[config.mk]
export PLATFORM = sky130hd
export DESIGN_NAME = instruction_encoder
export DESIGN_NICKNAME = d
export VERILOG_FILES = /design/src/rtl/isa_pkg.sv /design/src/rtl/instruction_packer.sv /design/src/rtl/instruction_encoder.sv
export SDC_FILE = /design/constraint.sdc
export NUM_CORES = 1
export LEC_CHECK = 0
export ABC_AREA = 1
export BUFFER_PORTS_ARGS = -buffer_cell sky130_fd_sc_hd__buf_2
export CORE_ASPECT_RATIO = 1.2
export CORE_UTILIZATION = 30
export DETAILED_ROUTE_END_ITERATION = 8
export SYNTH_ARGS = -nofsm -noshare
export SYNTH_HDL_FRONTEND = slang
export SYNTH_HIERARCHICAL = 1
export SYNTH_SLANG_ARGS = --single-unit
export TNS_END_PERCENT = 5
[constraint.sdc]
create_clock -name clk -period 3.57 [get_ports clk]
set_input_delay 0.714 -clock clk [delete_from_list [all_inputs] [get_ports clk]]
set_output_delay 0.714 -clock clk [all_outputs]
set_load 0.03 [all_outputs]
[src/rtl/isa_pkg.sv]
// isa_pkg: SuperSpeedCPU instruction field layout, opcodes and the shared encode helper.
package isa_pkg;
  localparam int INSTR_W  = 20;
  localparam int ADDR_W   = 10;
  localparam int OP_W     = 5;
  localparam int REG_W    = 4;
  localparam int IMM_BITS = 7;
  localparam logic [OP_W-1:0] OP_HALT     = 5'd0;
  localparam logic [OP_W-1:0] OP_ALU_LAST = 5'd10;
  localparam logic [OP_W-1:0] OP_LD       = 5'd11;
  localparam logic [OP_W-1:0] OP_ST       = 5'd12;
  localparam logic [OP_W-1:0] OP_JUMP     = 5'd13;
  localparam logic [OP_W-1:0] OP_PUSH     = 5'd14;
  localparam logic [OP_W-1:0] OP_POP      = 5'd15;
  localparam int DR_LSB    = 5;
  localparam int SR1_LSB   = 9;
  localparam int SR2_LSB   = 13;
  localparam int IMM_LSB   = 13;
  localparam int MADDR_LSB = 9;
  localparam int JADDR_LSB = 5;
  localparam int SRC_LSB   = 5;
  typedef enum logic [2:0] {S_IDLE, S_ACCEPT, S_WRITE, S_DONE, S_ERROR} state_e;
  function automatic logic is_iform(input logic [OP_W-1:0] op);
    return op != OP_HALT && op <= OP_ALU_LAST && !op[0];
  endfunction
  // The 20-bit immediate fits when every bit above the sign bit matches it.
  function automatic logic imm_fits(input logic [INSTR_W-1:0] imm);
    return (&imm[INSTR_W-1:IMM_BITS-1]) || !(|imm[INSTR_W-1:IMM_BITS-1]);
  endfunction
  function automatic logic [INSTR_W-1:0] encode(
    input logic [OP_W-1:0] op,
    input logic [REG_W-1:0] dr,
    input logic [REG_W-1:0] sr1,
    input logic [REG_W-1:0] sr2,
    input logic [INSTR_W-1:0] imm,
    input logic [ADDR_W-1:0] addr
  );
    logic [INSTR_W-1:0] w;
    w = INSTR_W'(op);
    if (op == OP_HALT || op > OP_POP) w = '0;
    else if (op <= OP_ALU_LAST) begin
      w[DR_LSB +: REG_W]  = dr;
      w[SR1_LSB +: REG_W] = sr1;
      if (op[0]) w[SR2_LSB +: REG_W] = sr2;
      else w[IMM_LSB +: IMM_BITS] = imm[IMM_BITS-1:0];
    end
    else if (op == OP_LD) begin
      w[DR_LSB +: REG_W]     = dr;
      w[MADDR_LSB +: ADDR_W] = addr;
    end
    else if (op == OP_ST) begin
      w[SRC_LSB +: REG_W]    = sr1;
      w[MADDR_LSB +: ADDR_W] = addr;
    end
    else if (op == OP_JUMP) w[JADDR_LSB +: ADDR_W] = addr;
    else if (op == OP_PUSH) w[SRC_LSB +: REG_W] = sr1;
    else w[DR_LSB +: REG_W] = dr;
    return w;
  endfunction
endpackage

[src/rtl/instruction_packer.sv]
// instruction_packer: combinational field bundle to instruction word, flagging illegal bundles.
module instruction_packer
  import isa_pkg::*;
(
  input  logic [OP_W-1:0]    opcode_i,
  input  logic [REG_W-1:0]   dr_i,
  input  logic [REG_W-1:0]   sr1_i,
  input  logic [REG_W-1:0]   sr2_i,
  input  logic [INSTR_W-1:0] imm_i,
  input  logic [ADDR_W-1:0]  addr_i,
  output logic [INSTR_W-1:0] word_o,
  output logic               illegal_o
);
  assign word_o    = encode(opcode_i, dr_i, sr1_i, sr2_i, imm_i, addr_i);
  assign illegal_o = opcode_i > OP_POP || (is_iform(opcode_i) && !imm_fits(imm_i));
endmodule

[src/rtl/instruction_encoder.sv]
// instruction_encoder: accepts field bundles, packs them and loads them into
// instruction memory at consecutive addresses until HALT, overflow or a bad bundle.
module instruction_encoder
  import isa_pkg::*;
(
  input  logic               clk,
  input  logic               rst,
  input  logic               start,
  input  logic [ADDR_W-1:0]  base_addr,
  input  logic               in_valid,
  output logic               in_ready,
  input  logic [OP_W-1:0]    in_opcode,
  input  logic [REG_W-1:0]   in_dr,
  input  logic [REG_W-1:0]   in_sr1,
  input  logic [REG_W-1:0]   in_sr2,
  input  logic [INSTR_W-1:0] in_imm,
  input  logic [ADDR_W-1:0]  in_addr,
  output logic               mem_we,
  output logic [ADDR_W-1:0]  mem_addr,
  output logic [INSTR_W-1:0] mem_wdata,
  output logic               busy,
  output logic               done,
  output logic               error,
  output logic [ADDR_W:0]    count
);
  state_e state_q, state_d;
  logic [ADDR_W-1:0] addr_q, addr_d;
  logic [ADDR_W:0] count_q, count_d;
  logic [INSTR_W-1:0] word_q, word_d, packed_w;
  logic halt_q, halt_d, illegal;
  instruction_packer u_packer (
    .opcode_i (in_opcode),
    .dr_i     (in_dr),
    .sr1_i    (in_sr1),
    .sr2_i    (in_sr2),
    .imm_i    (in_imm),
    .addr_i   (in_addr),
    .word_o   (packed_w),
    .illegal_o(illegal)
  );
  always_comb begin
    state_d = state_q;
    addr_d  = addr_q;
    count_d = count_q;
    word_d  = word_q;
    halt_d  = halt_q;
    case (state_q)
      S_ACCEPT: if (in_valid) begin
        state_d = illegal ? S_ERROR : S_WRITE;
        word_d  = illegal ? word_q : packed_w;
        halt_d  = in_opcode == OP_HALT;
      end
      // Address saturates at the top; the overflow is reported through ERROR.
      S_WRITE: begin
        count_d = count_q + 11'd1;
        addr_d  = &addr_q ? addr_q : addr_q + 10'd1;
        state_d = halt_q ? S_DONE : &addr_q ? S_ERROR : S_ACCEPT;
      end
      default: if (start) begin
        state_d = S_ACCEPT;
        addr_d  = base_addr;
        count_d = '0;
      end
    endcase
  end
  always_ff @(posedge clk) begin
    if (rst) begin
      state_q <= S_IDLE;
      addr_q  <= '0;
      count_q <= '0;
      word_q  <= '0;
      halt_q  <= 1'b0;
    end else begin
      state_q <= state_d;
      addr_q  <= addr_d;
      count_q <= count_d;
      word_q  <= word_d;
      halt_q  <= halt_d;
    end
  end
  // Reset gates the strobe so a write caught by reset never reaches memory.
  assign mem_we    = state_q == S_WRITE && !rst;
  assign in_ready  = state_q == S_ACCEPT;
  assign busy      = state_q == S_ACCEPT || state_q == S_WRITE;
  assign done      = state_q == S_DONE;
  assign error     = state_q == S_ERROR;
  assign mem_addr  = addr_q;
  assign mem_wdata = word_q;
  assign count     = count_q;
endmodule

### Yosys cells after proc, flatten, opt, wreduce, memory -nomap -nowiden

Cells that the tools add are included.

| storage, ports and cells | value |
|---|---|
| flip-flop bits (word level) | 45 |
| logic and storage cells | 68 |
| output and inout bits | 46 |
| input bits | 61 |

| cells by class | value |
|---|---|
| equal/unequal tests | 10 |
| bitwise gates (word level) | 2 |
| add/subtract/negate cells | 2 |
| magnitude comparators | 2 |
| mux-type cells | 23 |
| reduce and logical (&&, ||, !) cells | 24 |

Operators with widths:

| kind | number |
|---|---|
| two-way mux 10 bit | 3 |
| two-way mux 14 bit | 2 |
| case mux 11 bit (2 select lines) | 1 |
| == test 5 x 4 -> 1 bit, second input constant | 4 |
| case mux 10 bit (2 select lines) | 1 |
| two-way mux 3 bit | 6 |
| two-way mux 4 bit | 4 |
| two-way mux 15 bit | 1 |
| AND reduction 14 bit | 1 |
| OR reduction 14 bit | 1 |
| adder 11 x 1 -> 11 bit, second input constant | 1 |
| two-way mux 11 bit | 1 |
| adder 10 x 1 -> 10 bit, second input constant | 1 |
| AND reduction 10 bit | 1 |
| == test 3 x 2 -> 1 bit, second input constant | 2 |
| two-way mux 6 bit | 1 |
| case mux 3 bit (2 select lines) | 1 |
| AND reduction 2 bit | 3 |
| AND reduction 3 bit | 2 |
| > comparator 5 x 4 -> 1 bit, second input constant | 1 |
| less-or-equal comparator 5 x 4 -> 1 bit, second input constant | 1 |
| logical NOT 5 bit | 1 |
| two-way mux 5 bit | 1 |
| nonzero test 5 bit | 1 |
| other kinds (10) | 21 |

### Depth between registers and ports, before layout

| depth | value |
|---|---|
| depth in word-level cells | 9 |
| depth in mapped cells | 13 |
| mapped depth without buffers | 11 |

### Modules after synthesis

Netlist, hierarchy kept.

Modules (own cells, without submodules):

| module | area an instance (µm²) | seq. area each (µm²) | cells an instance | times used |
|---|---|---|---|---|
| instruction_encoder | 2235.9 | 900.9 | 334 | 1 |
| instruction_packer | 659.4 | 0.0 | 152 | 1 |

### Worst setup path after synthesis

OpenSTA, ideal clock, no wires.

| timing | value |
|---|---|
| path kind | input port to output port |
| from | input rst |
| to | output mem_we |
| stages on the path | 2 |
| arrival | 1326 ps |
| path slack | 1530 ps |
| data required time | 2856 ps |
| path buffers | 1 |
| path through | clkbuf_1 > nor2_1 |

| between the ends | value |
|---|---|
| word-level cells in the longest chain between the ends | 2 |

Ends and longest elaborated chain:

| element | RTL line | RTL |
|---|---|---|
| start: declaration | instruction_encoder.sv:7 | `input logic rst,` |
| logical NOT 1 bit | instruction_encoder.sv:82 | `assign mem_we = state_q == S_WRITE && !rst;` |
| logical AND 1 bit | instruction_encoder.sv:82 |  |
| end: declaration | instruction_encoder.sv:18 | `output logic mem_we,` |

No other way between the ends.

### Worst setup path after layout

| timing | value |
|---|---|
| from | input in_opcode[0] |
| to | register word_q[7] (netlist: mem_wdata[7]) |

| between the ends | value |
|---|---|
| word-level cells in the longest chain between the ends | 7 |
| elaborated cells on any way between the ends | 22 |
| those cells by class | 2 x order compare; 4 x eq/ne; 6 x mux; 1 x bitwise; 9 x reduce/logical |

Ends and longest elaborated chain:

| element | RTL line | RTL |
|---|---|---|
| start: declaration | instruction_encoder.sv:12 | `input logic [OP_W-1:0] in_opcode,` |
| less-or-equal comparator 5 x 4 -> 1 bit / nonzero test 5 bit (equally long branches) | isa_pkg.sv:24 | `return op != OP_HALT && op <= OP_ALU_LAST && !op[0];` |
| logical AND 1 bit (2 in a row) | isa_pkg.sv:24 |  |
| logical AND 1 bit | instruction_packer.sv:15 | `assign illegal_o = opcode_i > OP_POP \|\| (is_iform(opcode_i) && !imm_fits(imm_i));` |
| logical OR 1 bit (*) | instruction_packer.sv:15 |  |
| via illegal | instruction_encoder.sv:30 | `logic halt_q, halt_d, illegal;` |
| inverter 1 bit (no source line) (*) | n/a |  |
| AND reduction 3 bit (no source line) (*) | n/a |  |
| end signal: assignment | instruction_encoder.sv:77 | `word_q <= word_d;` |
| end: declaration | instruction_encoder.sv:29 | `logic [INSTR_W-1:0] word_q, word_d, packed_w;` |

The timed path passes the listed nets; every way through them passes the cells marked *.
A chain may end at the register's enable or synchronous reset.

==> reports/results.ini <==
[routing]
final_antenna_net_count = 0
first_iter_violations = 99
routedWlPerCell_um = 11.6
vias = 3341
drc = 0
dr.pass1.iters = 4
drt-total-wl_um = 8230
vias_per_cell = 4.73

[sta]
setup_viol = 0
tightest_slew_ns = 0.632
drv_slew = 0
rsz0062_at_grt = false
skew_ns = 0.00675
layout_setup_ws_ns = 0.947
period_needed_ns = 2.62
timing.fmax_mhz = 381
slew_headroom_pct = 57.8
period_share_pct = 73.5
tns_ns = 0
final_hold_viol_count = 0

[clock_network]
numCtsBuffers = 5
cts_tree = built
clk_pin_slew_worst_paths_ns = 0.09
insertion_delay_ns = 0.29
h-tree-depth = 2
clock_sinks = 45
cts-resized-gates = 0
ctsRootBufferMaster = clkbuf_8
post-cts-setup-buffers = 0
hold_buffers = 0
clockBufferDepth = 2

[logic_synthesis]
synthTopCellsByCount = 115 x nand2_1, 112 x nor2_1, 45 x dfxtp_1
ys_seq_area_share_pct = 31.1
synth_area_leader_cell = dfxtp_1
synth_edf_count = 0
synth_top_area_share_pct = 31.1
yosysWarnings = 6
ys_ff_latch = 45
yosysMostFrequentCell = nand2_1
avgSynthCellArea_sq_um = 5.96
synthCells = 486
yosysUniqueCellTypes = 34
yosys_most_used_dff = dfxtp_1
synthesis.nets = 549
netlist_area_sq_um = 2900
ys_top_cells_by_area = dfxtp_1 31%, nand2_1 15%, nor2_1 15%
async_reset_ff_share_pct = 0

[final_layout]
multi_input_area_sq_um = 1740
fillCellCount = 1069
drive_gt1_share_pct = 25.0
final_nets = 649
antenna_cells = 0
synthToLayoutAreaGrowth_pct = 25.2
regArea_sq_um = 901

[critical_path]
required_ns = 3.76
endpoint_kind = flip-flop
worst-path-max-fanout = 21
arrival_ns = 2.81
startpoint_type = input port
path_class = input port to flip-flop

[placement]
pre_cts_slack_ns = 0.632
port_buffers = 106
gp_congestion = 0.892
dp_hpwl_um = 6700

[flow_run]
maxCapViolCount = 0

[hold_path]
min_path_type = flip-flop to flip-flop

[global_routing]
grt-ovfl-total = 0
antenna_found_initial = 0
grt_max_degree = 22
grt_pass1_wl_um = 13800
grtUsageTotal_pct = 16.8
grt_pass1_vias = 3110

[floorplanning]
io_pins = 107
die_w_um = 91.7
dieArea_sq_um = 10000
core_area_sq_um = 9220
initial_core_util_pct = 31.4
fp-row-count = 38
die_y_um = 110

[pwr]
leakagePower_nw = 1.78
p_total_mw = 1.41
ir_drop_v = 0.000131
p_per_area_nw_per_um2 = 389

[outcome]
status = finished clean

==> sequential cells by signal, summed over array words and instances, names as in the netlist <==
name and cells:
state_q 3, mem_wdata 20, mem_addr 10, halt_q 1
count 11
==> area by class of cell <==
| type | count | share of cell area [%] |
|---|---|---|
| Tap cell | 120 | 4.14 |
| Sequential cell | 45 | 24.9 |
| Timing Repair Buffer | 108 | 15.1 |
| Clock buffer | 6 | 2.28 |
| Inverter | 44 | 4.56 |
| Multi-Input combinational cell | 382 | 48.1 |
| Clock inverter | 2 | 1.04 |
==> through the flow <==
| stage | util, % | hold WS [ns] | area [sq um] | std cells |
|---|---|---|---|---|
| 6_report | 39.3 | 0.488 | 3620 | 707 |
| 5_1_grt | 39.3 | 0.517 | 3620 | 707 |
| 4_1_cts | 39.3 | 0.494 | 3620 | 707 |
| 3_5_place_dp | 38.0 | 0.474 | 3500 | 699 |
| 3_3_place_gp | 38.0 | 0.460 | 3500 | 699 |
| 2_1_floorplan | - | 0.495 | 2900 | 486 |
==> critical path, stage by stage <==
cell	delay, ns
buf_2	0.22
nor2_2	0.08
nand3_1	0.07
nand2_1	0.24
nor3_1	0.22
nand3_1	0.10
nand2_1	0.12
nor2_1	0.06
nand2_1	0.47
inv_2	0.29
nor2_1	0.16
nor2_1	0.06
==> power by group <==
group          total [mW]  switching [mW]  internal (mW)
Combinational       0.420           0.284          0.136
Sequential          0.585          0.0440          0.541
Clock               0.406           0.178          0.228
Total                1.41           0.507          0.905
==> layout by cell type (no fill, tap or decap), types with 2 or more instances in the layout <==
cell type | Yosys | layout
or2_2 | 4 | 4
nand2_1 | 115 | 115
nand3_1 | 42 | 42
nor2_2 | 6 | 6
inv_2 | 8 | 8
o22ai_1 | 2 | 2
nor2_1 | 112 | 112
nand3_2 | 2 | 2
o21ai_0 | 23 | 23
ha_1 | 2 | 2
a21oi_1 | 20 | 20
clkbuf_8 | 0 | 6
inv_1 | 36 | 36
nand3b_1 | 3 | 3
o21ai_1 | 18 | 18
nor3_1 | 5 | 5
nand4_1 | 9 | 9
buf_2 | 6 | 106
nor2_4 | 2 | 2
dfxtp_1 | 45 | 45
buf_4 | 4 | 2
nand2_2 | 6 | 6
==> per-layer routing <==
metal / part of all wire (%) / global-route usage, % / up-vias
met5: 0 / 0 / -
met4: 1.5 / 5.78 / 0
met3: 4.7 / 2.63 / 9
met2: 50 / 31.7 / 99
met1: 43 / 19.2 / 1479
li1: - / - / 1754
==> cells by family (layout without fill, tap and decap cells) <==
logic type	count (synthesis)	after routing	share of synthesized area, %
and+or+nand+nor	309	309	46.1
AOI/OAI and AO/OA	69	69	12.8
buffers and inverters	59	160	8.69
DFF	45	45	31.1
adders and majority gates	2	2	0.864
other	1	1	0.130
xor gates and xnor gates	1	1	0.303
==> worst paths after layout <==
check                                    from            end  slack, ns  depth (start not counted)
worst max-delay path             in_opcode[0]   mem_wdata[7]       0.95                         12
worst min-delay path            mem_wdata[11]  mem_wdata[11]       0.49                          2
worst max register to register     state_q[0]   mem_wdata[7]       1.76                          6
worst min register to register  mem_wdata[11]  mem_wdata[11]       0.49                          2
Note: power is estimated with default switching activity, not from simulation.
